[src/rtl/fp_cvt_d_seq.sv]
// Multi-cycle integer-to-double converter (FCVT.D.W/WU/L/LU) with a valid/ready request and result handshake.
// Define FP_CVT_FAST_NORM_EN to normalize in one step during PREP. Otherwise NORM shifts iteratively by NORM_STEP.
module fp_cvt_d_seq #(
    parameter int unsigned NORM_STEP = 4
) (
    input  logic        clk,
    input  logic        rst_n,
    input  logic        flush,
    input  logic        in_valid,
    output logic        in_ready,
    input  logic [1:0]  in_op,
    input  logic [63:0] in_rs1,
    input  logic [2:0]  in_rm,
    output logic        out_valid,
    input  logic        out_ready,
    output logic [63:0] out_d,
    output logic [4:0]  out_fflags
);

    localparam logic [2:0] ST_IDLE  = 3'd0;
    localparam logic [2:0] ST_PREP  = 3'd1;
    localparam logic [2:0] ST_NORM  = 3'd2;
    localparam logic [2:0] ST_ROUND = 3'd3;
    localparam logic [2:0] ST_DONE  = 3'd4;

    localparam logic [1:0]  OP_W   = 2'd0;
    localparam logic [1:0]  OP_WU  = 2'd1;
    localparam logic [1:0]  OP_L   = 2'd2;
    localparam logic [10:0] EXP_TOP = 11'd1086;  // biased exponent when bit 63 is the leading one

    logic [2:0]  state_q,      state_d;
    logic [1:0]  op_q,         op_d;
    logic [63:0] rs1_q,        rs1_d;
    logic [2:0]  rm_q,         rm_d;
    logic        sign_q,       sign_d;
    logic [63:0] mag_q,        mag_d;
    logic [10:0] exp_q,        exp_d;
    logic [63:0] out_d_q,      out_d_d;
    logic [4:0]  out_fflags_q, out_fflags_d;

    logic [63:0] prep_src;
    logic        prep_sign;
    logic [63:0] prep_mag;
    logic [51:0] rnd_man;
    logic        rnd_guard;
    logic        rnd_sticky;
    logic        rnd_nx;
    logic        rnd_inc;
    logic [52:0] rnd_sum;

`ifdef FP_CVT_FAST_NORM_EN
    logic [6:0] prep_lzc;

    function automatic logic [6:0] lzc64(input logic [63:0] v);
        logic [6:0] n;
        logic       found;
        n     = 7'd64;
        found = 1'b0;
        for (int i = 63; i >= 0; i--) begin
            if (!found && v[i]) begin
                n     = 7'(63 - i);
                found = 1'b1;
            end
        end
        return n;
    endfunction

    assign prep_lzc = lzc64(prep_mag);
`endif

    always_comb begin
        case (op_q)
            OP_W:    prep_src = {{32{rs1_q[31]}}, rs1_q[31:0]};
            OP_WU:   prep_src = {32'd0, rs1_q[31:0]};
            default: prep_src = rs1_q;
        endcase
        prep_sign = ((op_q == OP_W) || (op_q == OP_L)) && prep_src[63];
        prep_mag  = prep_sign ? (~prep_src + 64'd1) : prep_src;
    end

    always_comb begin
        rnd_man    = mag_q[62:11];
        rnd_guard  = mag_q[10];
        rnd_sticky = |mag_q[9:0];
        rnd_nx     = rnd_guard | rnd_sticky;
        case (rm_q)
            3'd1:    rnd_inc = 1'b0;
            3'd2:    rnd_inc = sign_q & rnd_nx;
            3'd3:    rnd_inc = ~sign_q & rnd_nx;
            3'd4:    rnd_inc = rnd_guard;
            default: rnd_inc = rnd_guard & (rnd_sticky | rnd_man[0]);
        endcase
        rnd_sum = {1'b0, rnd_man} + {52'd0, rnd_inc};
    end

    // NOTE: every *_d starts from its *_q value so no path through the case leaves a latch.
    always_comb begin
        state_d      = state_q;
        op_d         = op_q;
        rs1_d        = rs1_q;
        rm_d         = rm_q;
        sign_d       = sign_q;
        mag_d        = mag_q;
        exp_d        = exp_q;
        out_d_d      = out_d_q;
        out_fflags_d = out_fflags_q;

        case (state_q)
            ST_IDLE: begin
                if (in_valid) begin
                    op_d    = in_op;
                    rs1_d   = in_rs1;
                    rm_d    = in_rm;
                    state_d = ST_PREP;
                end
            end
            ST_PREP: begin
                sign_d = prep_sign;
                mag_d  = prep_mag;
                exp_d  = EXP_TOP;
                if (prep_mag == 64'd0) begin
                    out_d_d      = 64'd0;
                    out_fflags_d = 5'd0;
                    state_d      = ST_DONE;
                end else begin
`ifdef FP_CVT_FAST_NORM_EN
                    mag_d   = prep_mag << prep_lzc[5:0];
                    exp_d   = EXP_TOP - {4'd0, prep_lzc};
                    state_d = ST_ROUND;
`else
                    state_d = ST_NORM;
`endif
                end
            end
            ST_NORM: begin
                if (mag_q[63]) begin
                    state_d = ST_ROUND;
                end else if (mag_q[63:64-NORM_STEP] == '0) begin
                    mag_d = mag_q << NORM_STEP;
                    exp_d = exp_q - 11'(NORM_STEP);
                end else begin
                    mag_d = mag_q << 1;
                    exp_d = exp_q - 11'd1;
                end
            end
            ST_ROUND: begin
                // A carry out of the mantissa means the value rounded up to the next power of two.
                if (rnd_sum[52]) begin
                    out_d_d = {sign_q, exp_q + 11'd1, 52'd0};
                end else begin
                    out_d_d = {sign_q, exp_q, rnd_sum[51:0]};
                end
                out_fflags_d = {4'd0, rnd_nx};
                state_d      = ST_DONE;
            end
            ST_DONE: begin
                if (out_ready) state_d = ST_IDLE;
            end
            default: state_d = ST_IDLE;
        endcase

        if (flush) state_d = ST_IDLE;
    end

    // NOTE: sequential state uses non-blocking assignments so every flop samples pre-edge values.
    always_ff @(posedge clk or negedge rst_n) begin
        if (!rst_n) begin
            state_q      <= ST_IDLE;
            op_q         <= 2'd0;
            rs1_q        <= 64'd0;
            rm_q         <= 3'd0;
            sign_q       <= 1'b0;
            mag_q        <= 64'd0;
            exp_q        <= 11'd0;
            out_d_q      <= 64'd0;
            out_fflags_q <= 5'd0;
        end else begin
            state_q      <= state_d;
            op_q         <= op_d;
            rs1_q        <= rs1_d;
            rm_q         <= rm_d;
            sign_q       <= sign_d;
            mag_q        <= mag_d;
            exp_q        <= exp_d;
            out_d_q      <= out_d_d;
            out_fflags_q <= out_fflags_d;
        end
    end

    assign in_ready   = (state_q == ST_IDLE);
    assign out_valid  = (state_q == ST_DONE);
    assign out_d      = out_d_q;
    assign out_fflags = out_fflags_q;

endmodule

[config.mk]
export PLATFORM = sky130hd
export DESIGN_NAME = fp_cvt_d_seq
export DESIGN_NICKNAME = d
export VERILOG_FILES = /design/src/rtl/fp_cvt_d_seq.sv
export SDC_FILE = /design/constraint.sdc
export NUM_CORES = 1
export LEC_CHECK = 0
export CORE_ASPECT_RATIO = 0.6
export CORE_MARGIN = 4
export CORE_UTILIZATION = 46
export DETAILED_ROUTE_END_ITERATION = 12
export PLACE_DENSITY = 0.67
export SETUP_SLACK_MARGIN = 0.5
export SLEW_MARGIN = 5
export SYNTH_ARGS = -nofsm -noshare
export SYNTH_HDL_FRONTEND = slang
export SYNTH_SLANG_ARGS = --single-unit
[constraint.sdc]
create_clock -name clk -period 11.6 [get_ports clk]
set_input_delay 2.32 -clock clk [delete_from_list [all_inputs] [get_ports clk]]
set_output_delay 2.32 -clock clk [all_outputs]
set_load 0.01 [all_outputs]
==> metrics.txt <==
status completed; Die Area between 30000 and 40000 um^2; row cnt between 40 and 50; Vias per Instance just over 6; CTS hold repair buffers 0; startpoint types flip-flop; FFs w/ async S/R, synth between 90% and 100%; final period demand of the worst path 5.645 ns; CP max FO 76; vias in the first global route between 10000 and 15000; crit share post-route between 40% and 50%; Synth Flop Type dfrtp_1; setup bufs post-CTS 0; aggregate routed wire length about 46000 um; GR peak layer met1; Die Y roughly 140 um; Slowest Stage Delay on Critical Path ~0.72 ns; met3 Track Usage GR between 4 and 5%; Final Hold Vio Count 0; buffers added on ports 140; initial antenna violation count 1; Die W 231.4 um; CP max stage cell and2_2; GRT overflow 0; commonest non-fill, non-tap cell in the layout dfrtp_1; combinational cell fraction of total power 40.2%; Initial Util 47.29%; Slew HR between 20% and 30%; CP top delay family simple AND/OR/NAND/NOR gates; First-pass DRT Iterations 6; final antenna-violating net count 0; met2 Use GR 40.54%; Worst Skew between 0.03 and 0.04 ns; wire per inst 21.69 um; total power ~3.4 mW; commonest non-fill, non-tap cells in the layout 212 x dfrtp_1, 195 x nand2_1, 150 x a21oi_1, 145 x nor2_1, 139 x clkdlybuf4s50_1; post-synth top area cell dfrtp_1; Ys Warns 0; Reg clk slew, reported paths approximately 0.060 ns; nets 1772; routability cong. around 1.0; sequential area share after synthesis between 30% and 40%; Synth cell types 74; clock power share 20.4%; Max Fclk 0.1771 GHz; H-tree depth 1; Max VDD drop 0.1103 mV; total of max-cap violations 0; IO Count 145; Arr. time, crit path roughly 6.0 ns; Mapped Area between 10000 and 15000 um^2; synth top area cells dfrtp_1 39%, mux2_2 5.7%, a21oi_1 5.5%; Yosys top cell area share around 39%; Switching Power roughly 1.5 mW; ANT cells 0; clk root buf clkbuf_16; final core occ 54.98%; Slew @ Worst Pin approximately 1.1 ns; Starting DRT DRC Count about 1400; clock buffer depth 3; Leakage Power just over 6 nW; dpl cells just over 2000; FF+latch count, synth between 200 and 250; Setup TNS 0 ns; global-route wire length before repair slightly above 70000 um; hold depth 2; crit path capture type flip-flop; Final Setup Violations 0; met1 GRT Util 42.77%; Pwr Density between 200 and 250 nW/um^2; # DRC 0; RSZ-0062 raised after global routing false; largest net degree at the start of global routing a little over 90; Fill cells between 2000 and 3000; Switching Share approximately 43%; P_int around 2 mW; Gate Count Post-Synth about 1600; ratio of cells with drive above 1 in the final layout under 10%; total track usage a little over a quarter; FF-to-FF path depth 12; cells along the critical path buf_4 > or4b_2 > or4_1 > o21ai_0 > nor4b_1 > a21o_1 > a32oi_1 > or4_1 > nor4_4 > buf_4 > and2_2 > nor3_1; critical path buffer and inverter count 2; hpwl dp between 30000 and 40000 um; Seq pwr share 39.4%; Slew Viols, Final 0; vias ~13000; CTS buffer count 23; CP Depth 12; crit path kind flip-flop to flip-flop; clk sink count roughly 210; CTS tree built; Layout area overhead 16.26%; CTS-repair resized insts 0; Finished Layout Cells about 2100; required time worst endpoint 11.99 ns; core area approximately 29000 um^2; Hold Crit Class flip-flop to flip-flop; Syn Area/Cell around 8.4 um^2; clk_lat worst skew around 0.55 ns; number of synthesized flops with an enable pin 0
## cell usage after synthesis, types with 5 or more instances
cell type / n
a2111oi_0: 6
a211oi_1: 29
a21oi_1: 150
a221o_1: 5
a22oi_1: 24
a2bb2oi_1: 5
a31oi_1: 38
a41oi_1: 7
and2_1: 5
and3_1: 18
and4_1: 12
buf_1: 6
buf_4: 5
clkbuf_1: 119
dfrtp_1: 213
ha_1: 8
inv_1: 14
mux2_2: 70
mux2i_1: 11
nand2_1: 195
nand2b_1: 39
nand3_1: 46
nand4_1: 23
nor2_1: 146
nor3_1: 49
nor3b_1: 10
nor4_1: 24
nor4b_1: 5
o211ai_1: 5
o21a_1: 6
o21ai_0: 100
o221ai_1: 7
o22ai_1: 7
o31ai_1: 8
or2_2: 6
or3_1: 14
or4_1: 10
or4b_2: 6
xnor2_1: 73
xor2_1: 51
## power groups by stage
stage	Clock (mW)	Combinational (mW)	Sequential (mW)
6_report	0.702	1.39	1.36
5_1_grt	0.746	1.52	1.40
4_1_cts	0.715	1.38	1.35
3_5_place_dp	0	1.37	1.36
3_3_place_gp	0	1.36	1.35
2_1_floorplan	0	0.947	1.21
## state kept, by name, summed over array words and instances, names as in the netlist
register	flops
out_fflags	1
state_q	3
out_d	64
sign_q	1
rm_q	3
op_q	2
mag_q	64
exp_q	11
rs1_q	64
## per-stage QoR
| step | setup WS [ns] | hold slack [ns] | cell area (um^2) |
|---|---|---|---|
| after floorplan | 7.246 | 0.4902 | 13790 |
| after global placement | 6.139 | 0.5070 | 15340 |
| after CTS | 6.068 | 0.5290 | 16010 |
| after global routing | 5.634 | 0.5410 | 16010 |
| after detailed placement | 6.103 | 0.5085 | 15340 |
| final | 5.955 | 0.5204 | 16010 |
## cell families after synthesis
kind of cell | after synthesis | share of synthesized area [%]
other cells | 1 | 0.02722
simple gates | 625 | 22.35
flops | 213 | 38.70
xor+xnor | 124 | 7.884
fa+ha+maj | 8 | 0.7267
compound gates | 434 | 19.40
mux | 81 | 6.522
buf+inv | 151 | 4.396
## area by class of cell
cell class,instances,area [um^2],share of cell area (%)
multi-input combinational,1276,7885,49.24
sequential,213,5331,33.29
timing repair buffer,161,1563,9.759
clock buffer,35,650.6,4.063
tap,400,500.5,3.125
inverter,15,56.30,0.3516
clock inverter,4,27.53,0.1719
## worst paths after layout
check	to	from	slack, ns
max in group asynchronous	exp_q[8]	rst_n	8.31
setup / recovery	out_d[51]	op_q[1]	5.95
hold reg to reg	out_d[1]	out_d[1]	0.52
setup reg to reg	out_d[51]	op_q[1]	5.95
hold / removal	out_d[1]	out_d[1]	0.52
min in group asynchronous	mag_q[0]	rst_n	1.83
## worst register-to-register path: cells and delay by family (launching register included)
kind / cells / cell delay (ns)
AO/OA/AOI/OAI: 3 / 0.62
buffers and inverters: 2 / 0.87
flip-flops: 1 / 0.34
AND/OR/NAND/NOR: 7 / 3.66
## routing by layer
metal / vias to the layer above / part of all wire, %
li1: 6001 / -
met1: 6413 / 48
met2: 512 / 43
met3: 55 / 7.7
met4: 0 / 1.6
met5: - / 0
(Power assumes the default switching activity.)
